<file path="src/rtl/tk1_seq.sv">
// -----------------------------------------------------------------------------
// tk1_seq -- byte-serial sequencer for the TK1 tweakey register (Romulus-N).
//
// Purpose:
//   Drives the per-cycle commands of the TK1 register file for one block of
//   ROUNDS round keys:
//   - an optional counter reset (RST);
//   - a counter/domain update (UPD);
//   - eight byte-chaining cycles per round (CHAIN), each emitting one TK1 byte
//     to the round-key consumer;
//   - a tweakey permutation at the end of each round (KSCH).
//
// Configuration macro:
//   TK1_SEQ_STALL_EN
//     defined   : kready backpressure is honoured in CHAIN.
//     undefined : kready is ignored (treated as 1). Every round takes exactly
//                 9 cycles.
//
// Parameters:
//   ROUNDS  round keys per block (40 for Skinny-128-384+).
//   RW      round counter width; 2**RW must exceed ROUNDS.
//
// Ports:
//   clk, rst_n      clock (rising edge) and asynchronous active-low reset
//   start           begin one block; only accepted in IDLE
//   new_msg         sampled with an accepted start; 1 = issue a TK1 counter
//                   reset first
//   domain_in[7:0]  domain byte, captured with an accepted start
//   kready          consumer ready for a key byte
//   tk_se           TK1 register enable
//   tk_rst          TK1 counter reset command
//   tk_chain        TK1 byte-rotate command
//   tk_ksch         TK1 tweakey permutation command
//   tk_correct_cnt  TK1 bytes are in natural order (meaningful in UPD)
//   tk_domain[7:0]  registered domain byte
//   kvalid          TK1 output byte is a valid round-key byte
//   round[RW-1:0]   current round index
//   byte_idx[2:0]   index of the key byte currently presented
//   busy            high in every state except IDLE
//   done            one-cycle pulse after the last permutation of a block
//
// Handshake: a key byte transfers in any cycle where kvalid && kready are both
// high. kvalid does not depend on kready. While kvalid is high and kready is
// low, TK1 holds (tk_se=0) and round/byte_idx stay frozen.
//
// Command outputs are decoded combinationally from the state registers and
// kready. There is no other path from an input to an output.
// -----------------------------------------------------------------------------
module tk1_seq #(
    parameter int ROUNDS = 40,
    parameter int RW     = 6
) (
    input  logic          clk,
    input  logic          rst_n,
    input  logic          start,
    input  logic          new_msg,
    input  logic [7:0]    domain_in,
    input  logic          kready,
    output logic          tk_se,
    output logic          tk_rst,
    output logic          tk_chain,
    output logic          tk_ksch,
    output logic          tk_correct_cnt,
    output logic [7:0]    tk_domain,
    output logic          kvalid,
    output logic [RW-1:0] round,
    output logic [2:0]    byte_idx,
    output logic          busy,
    output logic          done
);

    typedef enum logic [2:0] {
        S_IDLE  = 3'd0,
        S_RST   = 3'd1,
        S_UPD   = 3'd2,
        S_CHAIN = 3'd3,
        S_KSCH  = 3'd4
    } state_t;

    localparam logic [RW-1:0] LAST_ROUND = RW'(ROUNDS - 1);

    state_t          state;
    logic            fresh;      // no permutation since the last counter reset
    logic [RW-1:0]   round_q;
    logic [2:0]      byte_q;
    logic [7:0]      domain_q;
    logic            done_q;
    logic            kready_eff;

`ifdef TK1_SEQ_STALL_EN
    assign kready_eff = kready;
`else
    // Backpressure is compiled out. The port stays so that both builds have
    // the same pin list.
    logic unused_kready;
    assign unused_kready = kready;
    assign kready_eff    = 1'b1;
`endif

    // -------------------------------------------------------------------------
    // State register and datapath counters
    // -------------------------------------------------------------------------
    always_ff @(posedge clk or negedge rst_n) begin
        if (!rst_n) begin
            state    <= S_IDLE;
            fresh    <= 1'b1;
            round_q  <= '0;
            byte_q   <= '0;
            domain_q <= 8'h00;
            done_q   <= 1'b0;
        end else begin
            done_q <= 1'b0;
            case (state)
                S_IDLE: begin
                    if (start) begin
                        domain_q <= domain_in;
                        round_q  <= '0;
                        byte_q   <= '0;
                        state    <= new_msg ? S_RST : S_UPD;
                    end
                end

                S_RST: begin
                    fresh <= 1'b1;
                    state <= S_UPD;
                end

                S_UPD: begin
                    // The block's permutations start right after this cycle,
                    // so the natural-order flag is consumed here.
                    fresh   <= 1'b0;
                    round_q <= '0;
                    byte_q  <= '0;
                    state   <= S_CHAIN;
                end

                S_CHAIN: begin
                    if (kready_eff) begin
                        // 3-bit counter: byte 7 wraps to 0 on its own.
                        byte_q <= byte_q + 3'd1;
                        if (byte_q == 3'd7) begin
                            state <= S_KSCH;
                        end
                    end
                end

                S_KSCH: begin
                    if (round_q == LAST_ROUND) begin
                        round_q <= '0;
                        done_q  <= 1'b1;
                        state   <= S_IDLE;
                    end else begin
                        round_q <= round_q + RW'(1);
                        state   <= S_CHAIN;
                    end
                end

                default: begin
                    state <= S_IDLE;
                end
            endcase
        end
    end

    // -------------------------------------------------------------------------
    // Command decode. tk_rst, tk_chain and tk_ksch are one-hot per state and
    // are each paired with tk_se.
    // -------------------------------------------------------------------------
    always_comb begin
        tk_se          = 1'b0;
        tk_rst         = 1'b0;
        tk_chain       = 1'b0;
        tk_ksch        = 1'b0;
        tk_correct_cnt = 1'b0;
        kvalid         = 1'b0;
        case (state)
            S_RST: begin
                tk_se  = 1'b1;
                tk_rst = 1'b1;
            end
            S_UPD: begin
                tk_se          = 1'b1;
                tk_correct_cnt = fresh;
            end
            S_CHAIN: begin
                kvalid   = 1'b1;
                tk_se    = kready_eff;
                tk_chain = kready_eff;
            end
            S_KSCH: begin
                tk_se   = 1'b1;
                tk_ksch = 1'b1;
            end
            default: begin
                tk_se = 1'b0;
            end
        endcase
    end

    assign tk_domain = domain_q;
    assign round     = round_q;
    assign byte_idx  = byte_q;
    assign busy      = (state != S_IDLE);
    assign done      = done_q;

endmodule

</file>
<file path="config.mk">
export PLATFORM = sky130hd
export DESIGN_NAME = tk1_seq
export DESIGN_NICKNAME = d
export VERILOG_FILES = /design/src/rtl/tk1_seq.sv
export SDC_FILE = /design/constraint.sdc
export NUM_CORES = 1
export LEC_CHECK = 0
export CAP_MARGIN = 20
export CORE_UTILIZATION = 49
export CTS_BUF_LIST = sky130_fd_sc_hd__clkbuf_8
export CTS_CLUSTER_DIAMETER = 150
export DETAILED_ROUTE_END_ITERATION = 12
export GPL_TIMING_DRIVEN = 1
export PLACE_DENSITY_LB_ADDON = 0.1
export SYNTH_ARGS = -nofsm -noshare
export SYNTH_HDL_FRONTEND = slang
export SYNTH_SLANG_ARGS = --single-unit
</file>
<file path="constraint.sdc">
create_clock -name clk -period 2.6 [get_ports clk]
set_input_delay 0.78 -clock clk [delete_from_list [all_inputs] [get_ports clk]]
set_output_delay 0.78 -clock clk [all_outputs]
set_load 0.02 [all_outputs]
</file>
==> results.txt, run 1 <==
Status = completed
Crit-path max FO = 12
Post-CTS Hold Buffers = 0
Post-synthesis register bit count = 22
Layout Cell Area excl Fill = 1530 sq um
Reg clk slew, reported paths = 0.08 ns
Period utilisation layout = 95.1%
Post-CTS Setup Bufs = 0
Crit Path Class = register to output pin
# DRC = 0
Overall Power = 615 uW
Total die area = 2380 sq um
Root Buffer = clkbuf_8
Max-cap violations = 0
Core Region = 2000 sq um
HP Start = fresh$_DFFE_PN1P_
DP Cell Count = 162
Pint = 484 uW
Rows = 16
CTS tree = done
Clk network pwr share = 34.1%
CP Launch Point = state[2]$_DFFE_PN0P_
Leak = 0.710 nW
Seq/Total Area, Yosys = 51.4%
Hold depth = 2
Sw frac = 21.3%
Synthesized area = 1070 sq um
Syn_nets = 114
Sequential power share = 57.2%
Synth area leaders = dfrtp_1 49%, mux2_2 9.4%, ha_1 3.5%
# clock sinks = 22
Gpl congestion = 0.802
Port Buf Inserts = 36
FMAX = 405 MHz
Switching power = 131 uW
Reg2Reg Depth = 4
Hold crit path type = register to register
Antenna Diode Count = 0
Synth Area per Inst = 11.0 sq um
Remaining antenna violation count = 0
Worst VDD drop = 0.000308 V
Worst path arrival time = 1.69 ns
Unrepaired setup endpoints after global routing = false
Pin count of the biggest net entering global routing = 23
Total CTS buffers = 3
Startpoint types = register
Die width = 48.8 um
Initial antenna violation count = 0
Mapped Cells = 98
Crit. End Element = output pin
Number of flops mapped to enable cells by yosys = 0
First-pass DRT Iterations = 4
Worst path required time = 1.82 ns
Initial DRC count = 12
Worst skew pair latency = 0.26 ns
Drt wl/cell = 13.6 um
Synth Warn # = 0
Commonest non-fill, non-tap cell in the layout = clkdlybuf4s50_1
Netlist cell types = 32
Post-synth top area share = 49.0%
Ys async rst share = 100%
Post-DP HPWL = 1600 um
Setup Viol. Count Final = 0
Post-Layout Cell Count = 166
Setup TNS = 0 ns
Post-Route Skew = 0.00653 ns
PostCTS Resize Cnt = 5
H-Tree Depth = 1
Via count = 891
Relative slew slack = 71.9%
Total track usage = 22.0%
Max-slew violation count = 0
Post-place setup slack = 0.168 ns
Synthesis-to-layout area growth = 42.2%
Final hold vios = 0
Combinational share of power = 8.7%
Nets = 156
Final setup margin = 0.129 ns
Yosys top cell by area = dfrtp_1
Vias per cell = 5.37
Post-DP Area = 1480 sq um
Vias in the first global route = 872
Longest Clk Path Bufs = 2
Slew @ Worst Pin = 0.411 ns
Residual overflow from global routing = 0
PD cells = 403 nW/um^2
Initial core utilization = 53.6%
Most frequent cells in the layout = 31 x clkdlybuf4s50_1, 20 x dfrtp_1, 10 x nand2_1
Top_reg_cell synth = dfrtp_1
Min Tclk post-route = 2.47 ns
DRT Wirelength = 2260 um
Layout cells sized above 1 = 20.1%
Die Span Y = 48.8 um
First-pass GRT wire length = 4040 um
R2R Path Start = state[0]$_DFFE_PN0P_
IO Pins = 38
-- layout make-up --
class,instances,area [sq um]
Clock buffer,3,41.3
Inverter,3,11.3
Clock inverter,1,3.75
Sequential cell,22,553
Multi-Input combinational cell,68,480
Tap cell,27,33.8
Timing Repair Buffer,42,403
Fill cell,136,475
-- state kept, by name (all words and copies together), names as in the netlist --
register and cells:
byte_idx 3, fresh 1, state 3, done 1, round 6, tk_domain 8
-- worst max-delay path, cell delays in order, from the launching register on --
cell,delay [ns]
dfrtp_1,0.41
buf_4,0.19
nor2_2,0.20
clkdlybuf4s50_1,0.64
-- synth_stat cells, types with 2 or more instances --
library cell   n
nor2_1         7
buf_2          2
o21ai_0        6
ha_1           3
xor2_1         2
nand2_1       10
o21ai_1        2
a21oi_1        4
a22o_1         3
nand3_1        3
or3_1          2
nand4_1        2
and3_2         2
and2_1         2
mux2_2         9
dfrtp_1       21
inv_1          3
-- final timing paths --
kind | slack, ns | to
max reg2reg | 0.89 | tk_domain[0]$_DFFE_PN0P_
min | 0.49 | fresh$_DFFE_PN1P_
max | 0.13 | kvalid
min reg2reg | 0.49 | fresh$_DFFE_PN1P_
max in group asynchronous | 1.46 | fresh$_DFFE_PN1P_
min in group asynchronous | 0.87 | tk_domain[6]$_DFFE_PN0P_
-- metrics by stage --
stage / hold WS [ns] / utilization [%]
after floorplan: 0.457 / -
after global placement: 0.469 / 73.9
after detailed placement: 0.478 / 73.9
after CTS: 0.491 / 76.0
after global routing: 0.530 / 76.3
final: 0.488 / 76.3
-- metal layers --
metal	routed length, um	global-route usage (%)	up-vias
met5	0	0	-
met4	27	7.84	0
met3	92	3.12	2
met2	1140	35.0	28
met1	994	30.8	433
li1	-	-	428
-- cell families after synthesis --
logic type | share of synthesized area, %
AND/OR/NAND/NOR | 17.7
flip-flops | 51.4
AO/OA/AOI/OAI | 12.2
multiplexers | 9.44
buffers and inverters | 4.08
adder cells (fa/ha/maj) | 3.50
XOR/XNOR | 1.63
-- power by group through the flow --
stage / sequential (mW) / clock, mW / combinational [mW]
floorplan: 0.366 / 0 / 0.00690
global placement: 0.358 / 0 / 0.0534
detailed placement: 0.358 / 0 / 0.0539
CTS: 0.352 / 0.214 / 0.0544
global route: 0.352 / 0.234 / 0.0579
finish: 0.351 / 0.210 / 0.0537
No activity file was read; power rests on OpenSTA's default activity.
==> inputs of run 2 (changes only) <==
--- a/config.mk
+++ b/config.mk
@@ -11,6 +11,7 @@
 export CTS_CLUSTER_DIAMETER = 150
 export DETAILED_ROUTE_END_ITERATION = 12
 export GPL_TIMING_DRIVEN = 1
+export HOLD_SLACK_MARGIN = 0.1
 export PLACE_DENSITY_LB_ADDON = 0.1
 export SYNTH_ARGS = -nofsm -noshare
 export SYNTH_HDL_FRONTEND = slang
==> results of run 2 <==
The final DEF is identical to that of run 1; final timing and power are the same.
